### src/rtl/alu8_arbiter.sv
// Two-requester front end for a shared combinational 8-bit ALU: round-robin grant,
// registered ALU operands held for EXEC_CYCLES, result returned on one tagged response channel.

module alu8_arbiter #(
  parameter int EXEC_CYCLES = 1,
  parameter int CNT_W       = 16
) (
  input  logic             clk,
  input  logic             rst_n,
  input  logic             req0_valid,
  output logic             req0_ready,
  input  logic [7:0]       req0_a,
  input  logic [7:0]       req0_b,
  input  logic [2:0]       req0_op,
  input  logic             req1_valid,
  output logic             req1_ready,
  input  logic [7:0]       req1_a,
  input  logic [7:0]       req1_b,
  input  logic [2:0]       req1_op,
  output logic             rsp_valid,
  input  logic             rsp_ready,
  output logic             rsp_id,
  output logic [7:0]       rsp_result,
  output logic             rsp_err,
  output logic [7:0]       alu_a,
  output logic [7:0]       alu_b,
  output logic [2:0]       alu_opcode,
  input  logic [7:0]       alu_result,
  output logic             busy,
  output logic [CNT_W-1:0] op_count
);

  typedef enum logic [1:0] {
    IDLE = 2'd0,
    EXEC = 2'd1,
    RESP = 2'd2
  } state_t;

  localparam logic [3:0]       SETTLE_LOAD = 4'(EXEC_CYCLES - 1);
  localparam logic [CNT_W-1:0] CNT_ONE     = {{(CNT_W-1){1'b0}}, 1'b1};

  state_t     state_r;
  logic       last_grant_r;
  logic [3:0] settle_r;
  logic       grant_s;
  logic       accept_s;

  // Error flag: divide by zero or any opcode outside the supported add/sub/mul/div set.
  function automatic logic calc_err(input logic [2:0] op, input logic [7:0] b);
    return ((op == 3'b011) && (b == 8'd0)) || op[2];
  endfunction

  // Round-robin grant: a lone requester wins, a tie goes to the one not served last.
  always_comb begin
    grant_s = last_grant_r;
    if (req0_valid && req1_valid) begin
      grant_s = ~last_grant_r;
    end else if (req0_valid) begin
      grant_s = 1'b0;
    end else if (req1_valid) begin
      grant_s = 1'b1;
    end else begin
      grant_s = last_grant_r;
    end
  end

  assign req0_ready = (state_r == IDLE) && req0_valid && (grant_s == 1'b0);
  assign req1_ready = (state_r == IDLE) && req1_valid && (grant_s == 1'b1);
  assign accept_s   = req0_ready || req1_ready;

  // Control FSM with all response/ALU-side outputs registered.
  always_ff @(posedge clk) begin
    if (!rst_n) begin
      state_r      <= IDLE;
      last_grant_r <= 1'b1;
      settle_r     <= 4'd0;
      rsp_valid    <= 1'b0;
      rsp_id       <= 1'b0;
      rsp_result   <= 8'd0;
      rsp_err      <= 1'b0;
      alu_a        <= 8'd0;
      alu_b        <= 8'd0;
      alu_opcode   <= 3'd0;
      busy         <= 1'b0;
      op_count     <= {CNT_W{1'b0}};
    end else begin
      case (state_r)
        IDLE: begin
          if (accept_s) begin
            alu_a        <= grant_s ? req1_a  : req0_a;
            alu_b        <= grant_s ? req1_b  : req0_b;
            alu_opcode   <= grant_s ? req1_op : req0_op;
            rsp_id       <= grant_s;
            last_grant_r <= grant_s;
            settle_r     <= SETTLE_LOAD;
            busy         <= 1'b1;
            state_r      <= EXEC;
          end
        end
        EXEC: begin
          if (settle_r != 4'd0) begin
            settle_r <= settle_r - 4'd1;
          end else begin
            rsp_result <= alu_result;
            rsp_err    <= calc_err(alu_opcode, alu_b);
            rsp_valid  <= 1'b1;
            state_r    <= RESP;
          end
        end
        RESP: begin
          // Hold the response until the consumer takes it; nothing is dropped.
          if (rsp_valid && rsp_ready) begin
            rsp_valid <= 1'b0;
            busy      <= 1'b0;
            op_count  <= op_count + CNT_ONE;
            state_r   <= IDLE;
          end
        end
        default: begin
          rsp_valid <= 1'b0;
          busy      <= 1'b0;
          state_r   <= IDLE;
        end
      endcase
    end
  end

endmodule

### config.mk
export PLATFORM = sky130hd
export DESIGN_NAME = alu8_arbiter
export DESIGN_NICKNAME = d
export VERILOG_FILES = /design/src/rtl/alu8_arbiter.sv
export SDC_FILE = /design/constraint.sdc
export NUM_CORES = 1
export LEC_CHECK = 0
export BUFFER_PORTS_ARGS = -buffer_cell sky130_fd_sc_hd__buf_2
export CAP_MARGIN = 15
export CORE_ASPECT_RATIO = 1.4
export CORE_MARGIN = 1.5
export CORE_UTILIZATION = 40
export CTS_CLUSTER_DIAMETER = 40
export DETAILED_ROUTE_END_ITERATION = 6
export HOLD_SLACK_MARGIN = 0.03
export PLACE_DENSITY = 0.69
export RECOVER_POWER = 25
export SYNTH_ARGS = -nofsm -noshare
export SYNTH_HDL_FRONTEND = slang
export SYNTH_SLANG_ARGS = --single-unit
### constraint.sdc
create_clock -name clk -period 2.45 [get_ports clk]
set_clock_uncertainty 0.1 [all_clocks]
set_input_delay 0.49 -clock clk [delete_from_list [all_inputs] [get_ports clk]]
set_output_delay 0.49 -clock clk [all_outputs]
set_load 0.01 [all_outputs]
==> metrics.md, run 1 <==
| Metric | Value |
|---|---|
| Yosys reg bits | 54 |
| Die H | 94.8 µm |
| Clk sink count | 54 |
| Placed insts | 430 |
| H-tree Lvls | 2 |
| Final setup violation count | 0 |
| Top-area cell type share of the netlist area | approximately 45% |
| Cts repair resizes | 0 |
| Hold buffer count at cts | 0 |
| Slew @ Worst Pin | 0.702 ns |
| Hold/Removal Path Class | input pin to register |
| Synth Warn # | 0 |
| Biggest area consumer among synthesized cells | dfxtp_1 |
| Area of the core | roughly 5800 µm² |
| Setup TNS | 0 ns |
| Largest net degree at the start of global routing | 39 |
| Tot GR Track Use | 17.4% |
| Largest family of logic cells by synthesized area | simple AND/OR/NAND/NOR gates |
| Final Instance Count excl. Fillers | 438 |
| Nets | approximately 420 |
| Critical Path Sink Type | register |
| Mux share of post-synthesis cell area | 8.32% |
| Switching Fraction | between 30% and 40% |
| Final WS setup | 0.437 ns |
| Share of cells above drive strength 1 | 26.9% |
| Netlist area before placement | 2410 µm² |
| Final Cycle Share | 82.2% |
| Ys flop type | dfxtp_1 |
| Clk_lat worst skew | approximately 0.3 ns |
| Slowest stage delay, CP | 0.64 ns |
| Cells after synthesis | 272 |
| Vias in the first global route | just over 2,000 |
| Hold Slack | 0.324 ns |
| Clock Path Buffers | 2 |
| Pre-CTS setup slack | about 0.39 ns |
| Synth Area in Simple Gates | between 20% and 30% |
| RSZ-0062 raised after global routing | false |
| Slew HR | between 50 and 60% |
| RD Place Congestion | roughly 0.73 |
| Initial antenna violation count | 0 |
| Clock tree from TritonCTS | done |
| Post-route ant nets | 0 |
| Sequential power share | 51.2% |
| Drt pass-1 iters | 5 |
| Initial drt markers | 78 |
| Die Area | 6500 µm² |
| WL final | 5700 µm |
| Pwr/cell area | 658 nW/µm² |
| Synth Area in XOR/XNOR | under 10% |
| Post-synth EDFFs | 0 |
| PortBufs | 99 |
| Num CTS Buffers | 5 |
| Number of max-cap violations | 0 |
| Leak | approximately 0.0013 µW |
| Compound-gate portion of the synthesized area | 15.6% |
| Adder-cell area share of the yosys netlist | 1.56% |
| Worst path required time | 2.59 ns |
| Post-CTS Setup Inserts | 0 |
| DP Wirelength | 4270 µm |
| First-pass GRT wire length | roughly 8700 µm |
| Crit Path Max Fanout | 7 |
| Final critical-path required period | 2.01 ns |
| Syn Nets | 326 |
| Reg-to-reg slack, setup | approximately 0.44 ns |
| Sequential-to-total area share from yosys stat | 44.9% |
| Clk slew on worst S/H paths | 0.09 ns |
| Combinational share of power | 23.2% |
| Synth-to-Final Area Change | 26.7% |
| Maximum vdd drop | 0.325 mV |
| Worst path arrival time | approximately 2.2 ns |
| Clock network power share | 25.7% |
| Vias per cell | ~5.3 |
| Initial Utilization | around two fifths |
| Row cnt | 33 |
| Final hold vios | 0 |
| Syn_area_per_cell | 8.85 µm² |
| Grt total ovfl | 0 |
| Root Buffer Master | clkbuf_8 |
| Wire per inst | between 10 and 15 µm |
| Largest cells by area after synthesis | dfxtp_1 45%, mux2i_1 8.3%, a211oi_1 5.9% |
| Setup CP Type | register to register |
| FILL cells | between 500 and 600 |
| Synth unique cells | 39 |
| P_sw | 612 µW |
| DRC Markers | 0 |
| Post-Layout Inst Area | 3050 µm² |
| Top Ports | 100 |
| Critical-path cell list | nand4b_1 -> or4_4 -> or3_1 -> a21oi_1 |
| Fin. max-slew vios | 0 |
| CP Launch Type | register |
| DP Area | 3000 µm² |
| Antenna Diode Count | 0 |
| Int Pwr | 1400 µW |
| CP max stage cell | or4_4 |
| Async SR Flop Fraction | 0% |
| Die W | ~70 µm |
| Fmax | about 0.50 GHz |
| Vias | approximately 2,300 |
| Status | completed |
==> per-stage QoR <==
step | total power (µW) | util [%]
6_report | 2010 | 52.4
5_1_grt | 2120 | 52.4
4_1_cts | 2050 | 53.1
3_5_place_dp | 1530 | 51.5
3_3_place_gp | 1510 | 51.0
2_1_floorplan | 1330 | -
==> power groups by stage <==
stage | Sequential [µW] | Clock (µW) | Combinational (µW)
4_1_cts | 1030 | 538 | 485
2_1_floorplan | 1070 | 0 | 262
6_report | 1030 | 515 | 465
5_1_grt | 1040 | 557 | 520
3_3_place_gp | 1050 | 0 | 463
3_5_place_dp | 1050 | 0 | 485
==> Yosys cell counts (2+ instances only) <==
| library cell | count |
|---|---|
| nor4_1 | 3 |
| nand2_1 | 25 |
| inv_1 | 9 |
| nand4_1 | 5 |
| o31ai_1 | 3 |
| clkbuf_1 | 9 |
| xnor2_1 | 4 |
| and3_1 | 3 |
| o21a_1 | 5 |
| dfxtp_1 | 54 |
| or4_1 | 3 |
| or3_1 | 4 |
| nor2_1 | 32 |
| mux2i_1 | 20 |
| buf_1 | 2 |
| o21ai_0 | 2 |
| nor3_1 | 4 |
| buf_2 | 4 |
| xor2_1 | 5 |
| a211oi_1 | 19 |
| ha_1 | 3 |
| a21oi_1 | 23 |
| o21ai_1 | 2 |
| nand3_1 | 14 |
==> worst paths after layout <==
check                     start             to  depth (start not counted)
setup / recovery     state_r[1]   op_count[15]                          4
hold / removal    alu_result[4]  rsp_result[4]                          3
setup reg to reg     state_r[1]   op_count[15]                          4
hold reg to reg   rsp_result[4]  rsp_result[4]                          2
==> state kept, by name, indices dropped and copies added, names as in the netlist <==
name / flops
rsp_id: 1
rsp_valid: 1
settle_r: 4
alu_a: 8
alu_b: 8
last_grant_r: 1
rsp_err: 1
op_count: 16
busy: 1
rsp_result: 8
state_r: 2
alu_opcode: 3
==> critical path, delay by kind of cell, from the launching register on <==
| kind | cells | cell delay (ns) |
|---|---|---|
| flip-flops | 1 | 0.45 |
| AO/OA/AOI/OAI | 1 | 0.13 |
| AND/OR/NAND/NOR | 3 | 1.27 |
==> final cells by class <==
cell class | count | area (µm²) | share of cell area [%]
Timing Repair Buffer | 103 | 533 | 17.5
Clock buffer | 6 | 82.6 | 2.71
Sequential cell | 54 | 1080 | 35.4
Tap cell | 70 | 87.6 | 2.87
Multi-Input combinational cell | 194 | 1220 | 40.0
Inverter | 9 | 33.8 | 1.11
Clock inverter | 2 | 12.5 | 0.410
==> cell families (layout without fill, tap and decap cells) <==
group,after synthesis,in the layout
DFF,54,54
adders and majority gates,3,3
buffers and inverters,24,120
xor gates and xnor gates,9,9
muxes,20,20
AOI/OAI and AO/OA,58,58
and+or+nand+nor,104,104
==> routing by layer <==
layer	track usage (%)	routed length [µm]
met5	0	0
met4	4.67	49
met3	5.01	388
met1	18.1	2380
met2	32.9	2880
==> cells in the final DEF (no fill, tap or decap), types with 4 or more instances in the layout <==
master	instances
buf_2	79
xor2_1	5
mux2i_1	20
clkbuf_8	6
dfxtp_1	54
nor2_1	32
inv_1	9
nor3_1	4
clkbuf_1	20
a211oi_1	19
a21oi_1	23
nand2_1	25
or3_1	4
nand3_1	14
xnor2_1	4
o21a_1	5
nand4_1	5
No activity file was read; power rests on OpenSTA's default activity.
==> inputs of run 2 (changes only) <==
clock period = 1.9 ns   (was 2.45 ns; I/O delays follow)
==> run 2 against run 1 <==
Cell area up 3.6%; clock power up 28%; flip-flop and latch count unchanged; register-to-register slack worse by 0.30 ns; via count down 0.82%; critical path type unchanged; final cell count up 3.0%; largest cell class unchanged; routed wire length down 4.3%; hold slack worse by 0.11 ns; critical endpoint unchanged; die area unchanged; worst setup slack worse by 0.30 ns.
==> metrics.md, run 2 (same netlist as run 1, synthesis figures left out) <==
| Metric | Value |
|---|---|
| Root Buffer Master | clkbuf_8 |
| Critical Path Sink Type | register |
| CP Launch Type | register |
| Nets | 434 |
| Clock tree from TritonCTS | done |
| Leak | 0.00138 µW |
| Crit Path Max Fanout | 5 |
| Vias per cell | 5.10 |
| Number of max-cap violations | 0 |
| Clk sink count | 54 |
| Die Area | 6500 µm² |
| Initial antenna violation count | 0 |
| PortBufs | 99 |
| Clk_lat worst skew | 0.31 ns |
| H-tree Lvls | 2 |
| DRC Markers | 0 |
| Area of the core | 5820 µm² |
| Largest net degree at the start of global routing | 39 |
| Die H | about 95 µm |
| Num CTS Buffers | 5 |
| Status | completed |
| First-pass GRT wire length | approximately 8600 µm |
| Slew @ Worst Pin | 0.715 ns |
| DP Wirelength | 4260 µm |
| Hold buffer count at cts | 0 |
| Vias | approximately 2,300 |
| Tot GR Track Use | 17.2% |
| Pwr/cell area | roughly 820 nW/µm² |
| Cts repair resizes | 1 |
| Clk slew on worst S/H paths | 0.10 ns |
| Initial drt markers | 72 |
| Die W | 68.6 µm |
| Share of cells above drive strength 1 | 29.7% |
| Post-CTS Setup Inserts | 0 |
| FF/Latch Area | between 1000 and 1500 µm² |
| CP max stage cell | or4_4 |
| Worst path required time | 2.05 ns |
| Slowest stage delay, CP | 0.58 ns |
| End-of-flow core utilization | 54.3% |
| Grt total ovfl | 0 |
| FILL cells | 538 |
| Met2 WL post-DR | 2720 µm |
| Final Cycle Share | between 90% and 100% |
| Biggest register | op_count |
| Most common cell after layout, fill and taps aside | buf_2 |
| Synth-to-Final Area Change | 31.3% |
| Setup CP Type | register to register |
| WL final | 5460 µm |
| Maximum vdd drop | 0.540 mV |
| Final hold vios | 0 |
| Top Ports | 100 |
| Leading cell types in the layout, fill and taps excluded | 77 x buf_2, 53 x dfxtp_1, 31 x nor2_1 |
| Area occupied by multi-input gates | 1240 µm² |
| Vias in the first global route | 2,041 |
| Fmax | about 0.57 GHz |
| Final critical-path required period | around 1.8 ns |
| RD Place Congestion | 0.794 |
| Row cnt | 33 |
| Post-route ant nets | 0 |
| Worst path arrival time | 1.91 ns |
| Final setup violation count | 0 |
| Fin. max-slew vios | 0 |
| Top layer in use | met4 |
| Initial Utilization | 41.3% |
| Max reg flops | 16 |
| Routed wl met3 | just under 400 µm |
| Drt pass-1 iters | 4 |
| Clock Path Buffers | 2 |
| Setup TNS | 0 ns |
| DRT met1 WL | 2260 µm |
| RSZ-0062 raised after global routing | false |
| Antenna Diode Count | 0 |
| Hold/Removal Path Class | input pin to register |
| Wire per inst | 12.1 µm |
| Critical-path cell list | nand4b_4 -> or4_4 -> or3_1 -> a21oi_1 |
| Slew HR | 51.8% |
-- run 2: cell count changes in the layout (fill, tap and decap cells not counted), sizes merged --
cell	delta
clkbuf	+1
inv	+1
buf	+11
-- run 2: layer usage --
| metal | global-route usage (%) | up-vias |
|---|---|---|
| met5 | 0 | - |
| met2 | 30.1 | 83 |
| met3 | 5.36 | 7 |
| li1 | - | 1185 |
| met4 | 6.17 | 0 |
| met1 | 19.0 | 1023 |
-- run 2: layout make-up --
type	count	share of cell area [%]
clock buffer	5	2.18
clock inverter	3	0.792
timing repair buffer	116	19.6
multi-input combinational	194	39.3
sequential	54	34.2
inverter	9	1.07
tap	70	2.77
-- run 2: report_power, final --
group / leakage [µW] / switching (µW) / internal, µW
Combinational: 0.000896 / 348 / 287
Sequential: 0.000443 / 71.8 / 1240
Clock: 0.0000447 / 392 / 267
Total: 0.00138 / 812 / 1790
-- run 2: worst paths after layout --
kind / end / slack [ns] / cells past startpoint / startpoint
setup / recovery: op_count[15] / 0.13 / 4 / state_r[1]
hold / removal: rsp_result[1] / 0.21 / 3 / alu_result[1]
setup reg to reg: op_count[15] / 0.13 / 4 / state_r[1]
hold reg to reg: rsp_id / 0.36 / 2 / rsp_id
-- run 2: critical path: cells and delay by family, from the launching register on --
family / cells / cell delay [ns]
AND/OR/NAND/NOR: 3 / 1.05
flip-flops: 1 / 0.42
AO/OA/AOI/OAI: 1 / 0.13
-- run 2: stage by stage --
step / worst slack, ns / total power [µW] / cells / cell area [µm²] / hold WS, ns
after global routing: 0.0276 / 2770 / 451 / 3160 / 0.199
after global placement: 0.0438 / 1980 / 443 / 3090 / 0.343
after CTS: 0.0654 / 2650 / 451 / 3180 / 0.203
final: 0.133 / 2610 / 451 / 3160 / 0.212
after floorplan: 0.0890 / 1720 / 272 / 2410 / 0.381
after detailed placement: 0.0177 / 1990 / 443 / 3090 / 0.348
